===== src/rtl/memory_stage.sv =====
// -----------------------------------------------------------------------------
// memory_stage
//
// MEM stage of a 5-stage pipeline.
//   * Drives a request/grant/rvalid data-memory port.
//   * Builds byte enables and replicated write data for stores.
//   * Lane-selects and extends load data.
//   * Flags misaligned accesses.
//   * Stalls the upstream stages while an access is still in flight.
//   * Owns the MEM/WB pipeline register.
//
// Ports
//   i_clk, i_rst          clock; synchronous active-high reset
//   i_*_m                 EX/MEM inputs, held stable by upstream while
//                         o_stall_m=1
//   o_dmem_*              request side of the data-memory port
//   i_dmem_*              grant, read-valid and read data from the memory
//   o_stall_m             freezes IF/ID/EX
//   o_misaligned_m        one-cycle flag, raised when a misaligned access
//                         is dropped
//   o_*_w                 registered MEM/WB outputs
// -----------------------------------------------------------------------------
module memory_stage #(
  parameter int DATA_WIDTH = 32,
  parameter int ADDR_WIDTH = 10
) (
  input  logic                  i_clk,
  input  logic                  i_rst,
  // EX/MEM
  input  logic [DATA_WIDTH-1:0] i_alu_result_m,
  input  logic [DATA_WIDTH-1:0] i_write_data_m,
  input  logic                  i_regwrite_m,
  input  logic                  i_memwrite_m,
  input  logic [1:0]            i_resultsrc_m,
  input  logic [1:0]            i_storetype_m,
  input  logic [2:0]            i_loadtype_m,
  input  logic [4:0]            i_rd_addr_m,
  input  logic [ADDR_WIDTH-1:0] i_pc4_m,
  // data memory
  output logic                  o_dmem_req,
  output logic                  o_dmem_we,
  output logic [ADDR_WIDTH-1:0] o_dmem_addr,
  output logic [3:0]            o_dmem_be,
  output logic [DATA_WIDTH-1:0] o_dmem_wdata,
  input  logic                  i_dmem_gnt,
  input  logic                  i_dmem_rvalid,
  input  logic [DATA_WIDTH-1:0] i_dmem_rdata,
  // control
  output logic                  o_stall_m,
  output logic                  o_misaligned_m,
  // MEM/WB
  output logic                  o_regwrite_w,
  output logic [1:0]            o_resultsrc_w,
  output logic [DATA_WIDTH-1:0] o_alu_result_w,
  output logic [DATA_WIDTH-1:0] o_read_data_w,
  output logic [4:0]            o_rd_addr_w,
  output logic [ADDR_WIDTH-1:0] o_pc4_w
);

  typedef enum logic [1:0] {IDLE, REQ, WAIT_R} state_e;

  state_e state_q, state_d;

  logic                  is_store, is_load, access, misaligned;
  logic [1:0]            addr_lo;
  logic                  load_done;
  logic [DATA_WIDTH-1:0] lane_data, load_data;
  logic [3:0]            store_be;

  logic                  misaligned_q, misaligned_d;
  logic                  regwrite_q, regwrite_d;
  logic [1:0]            resultsrc_q, resultsrc_d;
  logic [DATA_WIDTH-1:0] alu_result_q, alu_result_d;
  logic [DATA_WIDTH-1:0] read_data_q, read_data_d;
  logic [4:0]            rd_addr_q, rd_addr_d;
  logic [ADDR_WIDTH-1:0] pc4_q, pc4_d;

  // A store wins when both memwrite and a load result source are set.
  assign is_store = i_memwrite_m;
  assign is_load  = !i_memwrite_m && (i_resultsrc_m == 2'b01);
  assign access   = is_store || is_load;
  assign addr_lo  = i_alu_result_m[1:0];

  // Reserved store type 11 behaves as a word store.
  always_comb begin
    misaligned = 1'b0;
    if (is_store) begin
      unique case (i_storetype_m)
        2'b01:   misaligned = addr_lo[0];
        2'b10:   misaligned = 1'b0;
        default: misaligned = (addr_lo != 2'b00);
      endcase
    end else if (is_load) begin
      unique case (i_loadtype_m)
        3'b010:         misaligned = (addr_lo != 2'b00);
        3'b001, 3'b101: misaligned = addr_lo[0];
        default:        misaligned = 1'b0;
      endcase
    end
  end

  // Store lane steering.
  always_comb begin
    unique case (i_storetype_m)
      2'b01: begin
        store_be     = 4'b0011 << {addr_lo[1], 1'b0};
        o_dmem_wdata = {(DATA_WIDTH/16){i_write_data_m[15:0]}};
      end
      2'b10: begin
        store_be     = 4'b0001 << addr_lo;
        o_dmem_wdata = {(DATA_WIDTH/8){i_write_data_m[7:0]}};
      end
      default: begin
        store_be     = 4'b1111;
        o_dmem_wdata = i_write_data_m;
      end
    endcase
  end

  // Load lane selection: shift the addressed byte/half down to bit 0.
  assign lane_data = i_dmem_rdata >> {addr_lo, 3'b000};

  always_comb begin
    unique case (i_loadtype_m)
      3'b000:  load_data = {{(DATA_WIDTH-8){lane_data[7]}}, lane_data[7:0]};
      3'b001:  load_data = {{(DATA_WIDTH-16){lane_data[15]}}, lane_data[15:0]};
      3'b100:  load_data = {{(DATA_WIDTH-8){1'b0}}, lane_data[7:0]};
      3'b101:  load_data = {{(DATA_WIDTH-16){1'b0}}, lane_data[15:0]};
      default: load_data = i_dmem_rdata;
    endcase
  end

  // Access FSM. gnt and rvalid are only looked at in the states that
  // expect them.
  always_comb begin
    // NOTE: every output of this block gets a default first. Otherwise a path
    // that skips an assignment would infer a latch.
    state_d    = state_q;
    o_dmem_req = 1'b0;
    o_stall_m  = 1'b0;
    load_done  = 1'b0;
    unique case (state_q)
      IDLE: begin
        if (access && !misaligned) begin
          o_dmem_req = 1'b1;
          if (!i_dmem_gnt) begin
            state_d   = REQ;
            o_stall_m = 1'b1;
          end else if (is_load) begin
            state_d   = WAIT_R;
            o_stall_m = 1'b1;
          end
        end
      end
      REQ: begin
        o_dmem_req = 1'b1;
        o_stall_m  = 1'b1;
        if (i_dmem_gnt) begin
          if (is_store) begin
            state_d   = IDLE;
            o_stall_m = 1'b0;
          end else begin
            state_d = WAIT_R;
          end
        end
      end
      WAIT_R: begin
        if (i_dmem_rvalid) begin
          state_d   = IDLE;
          load_done = 1'b1;
        end else begin
          o_stall_m = 1'b1;
        end
      end
      default: state_d = IDLE;
    endcase
  end

  assign o_dmem_we   = o_dmem_req && i_memwrite_m;
  assign o_dmem_be   = o_dmem_we ? store_be : 4'b0000;
  assign o_dmem_addr = i_alu_result_m[ADDR_WIDTH-1:0];

  // A misaligned access is only recognised in IDLE. Inputs are frozen
  // afterwards, so later states only ever see aligned accesses.
  assign misaligned_d = (state_q == IDLE) && access && misaligned;

  // MEM/WB register.
  always_comb begin
    regwrite_d   = 1'b0;
    resultsrc_d  = resultsrc_q;
    alu_result_d = alu_result_q;
    read_data_d  = read_data_q;
    rd_addr_d    = rd_addr_q;
    pc4_d        = pc4_q;
    if (!o_stall_m) begin
      regwrite_d   = i_regwrite_m && !misaligned_d;
      resultsrc_d  = i_resultsrc_m;
      alu_result_d = i_alu_result_m;
      rd_addr_d    = i_rd_addr_m;
      pc4_d        = i_pc4_m;
      if (load_done) read_data_d = load_data;
    end
  end

  always_ff @(posedge i_clk) begin
    // NOTE: sequential state uses non-blocking assignments. Every flop then
    // samples pre-edge values, and there are no ordering races between blocks.
    if (i_rst) begin
      state_q      <= IDLE;
      misaligned_q <= 1'b0;
      regwrite_q   <= 1'b0;
      resultsrc_q  <= '0;
      alu_result_q <= '0;
      read_data_q  <= '0;
      rd_addr_q    <= '0;
      pc4_q        <= '0;
    end else begin
      state_q      <= state_d;
      misaligned_q <= misaligned_d;
      regwrite_q   <= regwrite_d;
      resultsrc_q  <= resultsrc_d;
      alu_result_q <= alu_result_d;
      read_data_q  <= read_data_d;
      rd_addr_q    <= rd_addr_d;
      pc4_q        <= pc4_d;
    end
  end

  assign o_misaligned_m = misaligned_q;
  assign o_regwrite_w   = regwrite_q;
  assign o_resultsrc_w  = resultsrc_q;
  assign o_alu_result_w = alu_result_q;
  assign o_read_data_w  = read_data_q;
  assign o_rd_addr_w    = rd_addr_q;
  assign o_pc4_w        = pc4_q;

endmodule


===== config.mk =====
export PLATFORM = sky130hd
export DESIGN_NAME = memory_stage
export DESIGN_NICKNAME = d
export VERILOG_FILES = /design/src/rtl/memory_stage.sv
export SDC_FILE = /design/constraint.sdc
export NUM_CORES = 1
export LEC_CHECK = 0
export ABC_AREA = 1
export CAP_MARGIN = 15
export CORE_UTILIZATION = 40
export DETAILED_ROUTE_END_ITERATION = 6
export PLACE_DENSITY_LB_ADDON = 0.12
export SLEW_MARGIN = 5
export SYNTH_ARGS = -nofsm -noshare
export SYNTH_HDL_FRONTEND = slang
export SYNTH_SLANG_ARGS = --single-unit

===== constraint.sdc =====
create_clock -name i_clk -period 2.6 [get_ports i_clk]
set_input_delay 0.52 -clock i_clk [delete_from_list [all_inputs] [get_ports i_clk]]
set_output_delay 0.52 -clock i_clk [all_outputs]
set_load 0.02 [all_outputs]

Yosys cells after proc, flatten, opt, wreduce, memory -nomap -nowiden
Cells that the tools add are included.

Bits of input ports: 124. Output and inout port bits: 132. Logic and storage cells: 68. Bits in registers: 85.

Bitwise gates (word level): 1. Equal/unequal tests: 13. Muxes and demuxes: 26. Shifts and indexed selects: 3. Reduce and logical (&&, ||, !) cells: 17.

Operator list (count): case mux 32 bit (4 select lines) (1); case mux 32 bit (2 select lines) (1); >> shifter 32 x 5 -> 16 bit (1); 2-to-1 mux 2 bit (6); 2-to-1 mux 1 bit (11); case mux 4 bit (2 select lines) (1); equality test 2 x 1 -> 1 bit (second input constant) (3); equality test 3 bit (second input constant) (2); logical AND 1 bit (6); != test 2 bit (second input constant) (3); case mux 1 bit (2 select lines) (3); case mux 2 bit (3 select lines) (1); equality test 2 bit (second input constant) (2); 2-to-1 mux 4 bit (1); AND reduction 4 bit (1); OR reduction 2 bit (2); left shift 1 x 2 -> 4 bit (first input constant) (1); left shift 2 x 2 -> 4 bit (first input constant) (1); equality test 3 x 1 -> 1 bit (second input constant) (1); equality test 3 x 2 -> 1 bit (second input constant) (1); zero test 1 bit (3); zero test 3 bit (1); != test 3 bit (second input constant) (1); case mux 1 bit (3 select lines) (1); other kinds (5) (5).

Longest topological paths before layout
Word-level depth: 11. Gate-level depth with buffers: 13. Mapped depth without buffers: 10.

Least setup slack after synthesis
OpenSTA, ideal clock, no wires.

Path type: input to output. Start point: input i_storetype_m[0]. End point: output o_dmem_be[0]. Path buffers: 1. Stages on the path: 10. Slack: 0.131 ns. Data required time: 2.080 ns. Arrival: 1.949 ns. Cells stage by stage: inv_1 > ha_1 > buf_2 > inv_2 > nand2_1 > nand3_2 > nand4_1 > nand2_1 > nand2_1 > nor2_1.

Longest elaborated chain between the ends: 9. Elaborated cells between the ends (all ways): 11. Those cells by class: eq/ne (2); mux (6); reduce/logical (3).

Ends and longest elaborated chain: start: declaration (line 35) `input logic [1:0] i_storetype_m,`; equality test 2 bit / equality test 2 x 1 -> 1 bit (equally long branches) (line 88) `unique case (i_storetype_m)`; case mux 1 bit (2 select lines) (*) (line 88); 2-to-1 mux 1 bit (*) (line 87) `if (is_store) begin`; zero test 1 bit (*) (line 144) `if (access && !misaligned) begin`; logical AND 1 bit (*) (line 144); 2-to-1 mux 1 bit (*) (line 144); case mux 1 bit (2 select lines) (*) (line 142) `unique case (state_q)`; via o_dmem_req (line 40) `output logic o_dmem_req,`; logical AND 1 bit (*) (line 179) `assign o_dmem_we = o_dmem_req && i_memwrite_m;`; 2-to-1 mux 4 bit (*) (line 180) `assign o_dmem_be = o_dmem_we ? store_be : 4'b0000;`; end: declaration (line 43) `output logic [3:0] o_dmem_be,`.

The timed path passes the listed nets; every way through them passes the cells marked *.

Worst setup path after layout
Start point: input i_storetype_m[0]. End point: output o_dmem_wdata[31].

Longest elaborated chain between the ends: 2. Elaborated cells between the ends (all ways): 3. Those cells by class: eq/ne (2); mux (1).

Ends and longest elaborated chain: equality test 2 bit / equality test 2 x 1 -> 1 bit (equally long branches) (line 104) `unique case (i_storetype_m)`; case mux 32 bit (2 select lines) (*) (line 104); end: declaration (line 44) `output logic [DATA_WIDTH-1:0] o_dmem_wdata,`.

Mark *: on every way between the ends. The rest lies on a longest branch, timed or not.

==> results.md <==
* Maximum fanout along the worst path at 3
* Final min period at around 2.5 ns
* Post-Place Worst Slack at -0.5894 ns
* Asr flop ratio synth at 0
* Vias in the first global route at between 5000 and 6000
* Yosys cell types at 28
* Clk slew on worst S/H paths at 0.06 ns
* Clock Tree Buf Depth at 2
* Wire per inst at between 10 and 15 um
* RSZ-0062 raised after global routing: no
* Drt total wl at around 16000 um
* # port buffers at 255
* Setup CP Type: input port to primary output
* Final Max Tran Viols at 0
* I/O pin cnt at 256
* Final setup viols at 0
* Area delta synth->final at 64.98%
* Status: finished, final reports clean
* Achievable Freq at between 0.4 and 0.5 GHz
* Area share of the largest cell type after synthesis at 0.3616
* Syn Area/Cell at 6.482 um2
* Finished Layout Cells at 1120
* Drt first pass iters at 5
* Arrival @ worst endpoint at 1.93 ns
* Startpoint Class: input port
* Post-Place Cells at roughly 1100
* Initial antenna violation count at 0
* Logic pwr share at 0.356
* Share of layout cells above drive strength 1 at 0.1167
* Final Util at 0.6799
* Vias at 5646
* Initial Util at 0.4121
* CTS tree: built
* Area of the core at 0.01142 mm2
* Sw frac at 0.3225
* Hold crit path type: flip-flop to flip-flop
* Setup Skew at roughly 0.0086 ns
* Placer congestion estimate at 0.8316
* Internal power at 2919 uW
* Warnings from Yosys at 0
* Leading area contributor after synthesis: dfxtp_1
* Synth cell count leaders: 226 x nand2_1, 116 x nor2_1, 85 x dfxtp_1, 49 x inv_1, 47 x nand3b_1
* Nets@finish at 1099
* Power share of the sequential group at 0.350
* Finished Cell Area at 0.007764 mm2
* Syn_nets at between 800 and 900
* Antenna Nets Post-Route at 0
* Post-DP HPWL at 12020 um
* Least-Margin Pin Slew at 0.5152 ns
* Global-route usage over all layers at 0.2631
* Initial DRC Count at about 360
* Ys flop type: dfxtp_1
* Routed vias/inst at 5.041
* First-pass GRT wire length at 26190 um
* Post-Syn Instances at 726
* Site row count at 39
* Hold Vio Cnt, Final at 0
* CP required at 2.08 ns
* CP Capture Type: primary output
* Clock share of power at 0.294
* FF+latch count, synth at 85
* Worst VDD drop at between 300 and 400 uV
* Antenna Cells at 0
* Final Cycle Share at 0.9437
* LEAKAGE at about 0.0037 uW
* Num CTS Buffers at 9
* DP Area at 0.007445 mm2
* Fillers at approximately 990
* Seq/Total Area, Yosys at 0.3616
* Ranking of synthesized cells by area: dfxtp_1 36%, nand2_1 18%, nor2_1 9.3%
* Die Ht at 110.5 um
* Post-Syn Area at 0.004706 mm2
* Clock Root Buffer: clkbuf_16
* Slew Limit Headroom at 0.6565
* Die area at 0.01220 mm2
* PD cells at between 500 and 600 mW/mm2
* Final worst slack at 0.1464 ns
* Psw at 1390 uW
* Count leader, synth: nand2_1
* Clock Latency Late Sink at 0.34 ns
* Number of remaining DRC errors at 0
* Maxcap violations at 0
* CTS H-tree depth at 3
* Sink Count at 85
* Post-synth EDFFs at 0
* Final setup TNS at 0 ns
* Pin count of the biggest net entering global routing at 61
* Die Wd at 110.5 um
* Total grt overflow at 0
==> flip-flops by register name, indices dropped and copies added, names as in the netlist <==
signal,count
o_resultsrc_w,2
o_rd_addr_w,5
o_pc4_w,10
o_regwrite_w,1
o_read_data_w,32
o_alu_result_w,32
state_q,2
o_misaligned_m,1
==> power groups by stage <==
stage | clock, uW | sequential (uW) | combinational, uW
after floorplan | 0 | 1690 | 625
final | 1270 | 1510 | 1530
after detailed placement | 0 | 1540 | 1530
after global placement | 0 | 1530 | 1510
after global routing | 1350 | 1530 | 1650
after CTS | 1300 | 1510 | 1540
==> layout make-up <==
class | instances | area [um2] | share of cell area
well taps | 143 | 178.9 | 0.02305
repair buffers | 295 | 2820 | 0.3633
multi-input cells | 523 | 2550 | 0.3284
clock buffers | 11 | 242.7 | 0.03127
clock inverters | 4 | 48.80 | 0.006285
inverters | 59 | 221.5 | 0.02853
flip-flops and latches | 85 | 1702 | 0.2192
==> kinds of logic after synthesis <==
kind of cell,after synthesis,share of synthesized area
fa+ha+maj,2,0.005317
flops,85,0.3616
buf+inv,118,0.1162
simple gates,443,0.4103
compound gates,78,0.1066
==> final timing paths <==
path	startpoint	end	slack, ns	depth (start not counted)
worst min-delay path	o_read_data_w[14]	o_read_data_w[14]	0.47	2
worst min register to register	o_read_data_w[14]	o_read_data_w[14]	0.47	2
worst max-delay path	i_storetype_m[0]	o_dmem_wdata[31]	0.15	10
worst max register to register	state_q[0]	o_alu_result_w[30]	1.00	7
==> metrics by stage <==
stage | total power [uW] | hold slack [ns]
final | 4309 | 0.4702
after global routing | 4526 | 0.4980
after CTS | 4353 | 0.4733
after detailed placement | 3073 | 0.4634
after global placement | 3037 | 0.4550
after floorplan | 2319 | 0.5097
==> worst max-delay path: stages <==
cell and delay (ns):
dlygate4sd2_1 0.25, buf_4 0.13, ha_2 0.18, buf_4 0.14
inv_2 0.06, nor2_1 0.05, buf_4 0.13, a32oi_2 0.21
nand2_2 0.12, buf_6 0.14
==> layout by cell type (no fill, tap or decap), types with 2 or more instances in the layout <==
cell type | synthesis | final
a32oi_2 | 0 | 5
nand4_1 | 5 | 5
a32oi_1 | 8 | 3
clkbuf_16 | 0 | 9
buf_4 | 19 | 38
o211ai_1 | 9 | 9
dlygate4sd2_1 | 0 | 2
nand2_2 | 2 | 5
inv_2 | 8 | 9
nor2_2 | 2 | 3
clkinv_2 | 0 | 2
dfxtp_1 | 85 | 85
nand2_1 | 226 | 222
buf_12 | 0 | 4
buf_2 | 14 | 18
nor2_1 | 116 | 113
nor2_4 | 0 | 2
clkdlybuf4s50_1 | 0 | 221
buf_6 | 2 | 4
o21ai_0 | 26 | 26
nand3_1 | 43 | 43
clkdlybuf4s15_2 | 0 | 6
nand3b_1 | 47 | 47
a21oi_1 | 12 | 12
clkinv_1 | 2 | 2
inv_1 | 49 | 48
o21a_1 | 19 | 19
==> per-layer routing <==
layer | up-vias | GRT usage | part of all wire | wire length [um]
li1 | 2782 | - | - | -
met1 | 2614 | 0.2971 | 0.41 | 6590
met2 | 220 | 0.4667 | 0.50 | 8098
met3 | 30 | 0.07958 | 0.075 | 1222
met4 | 0 | 0.09156 | 0.021 | 347
met5 | - | 0 | 0 | 0
==> what timing repair did <==
item / 4_1_cts / 5_1_grt
resized for setup: 146 / 1
hold buffers: 0 / 0
endpoints found under the setup margin: 31 / 5
pin swaps: 5 / 0
buffers inserted: 1 / 0
No activity file was read; power rests on OpenSTA's default activity.
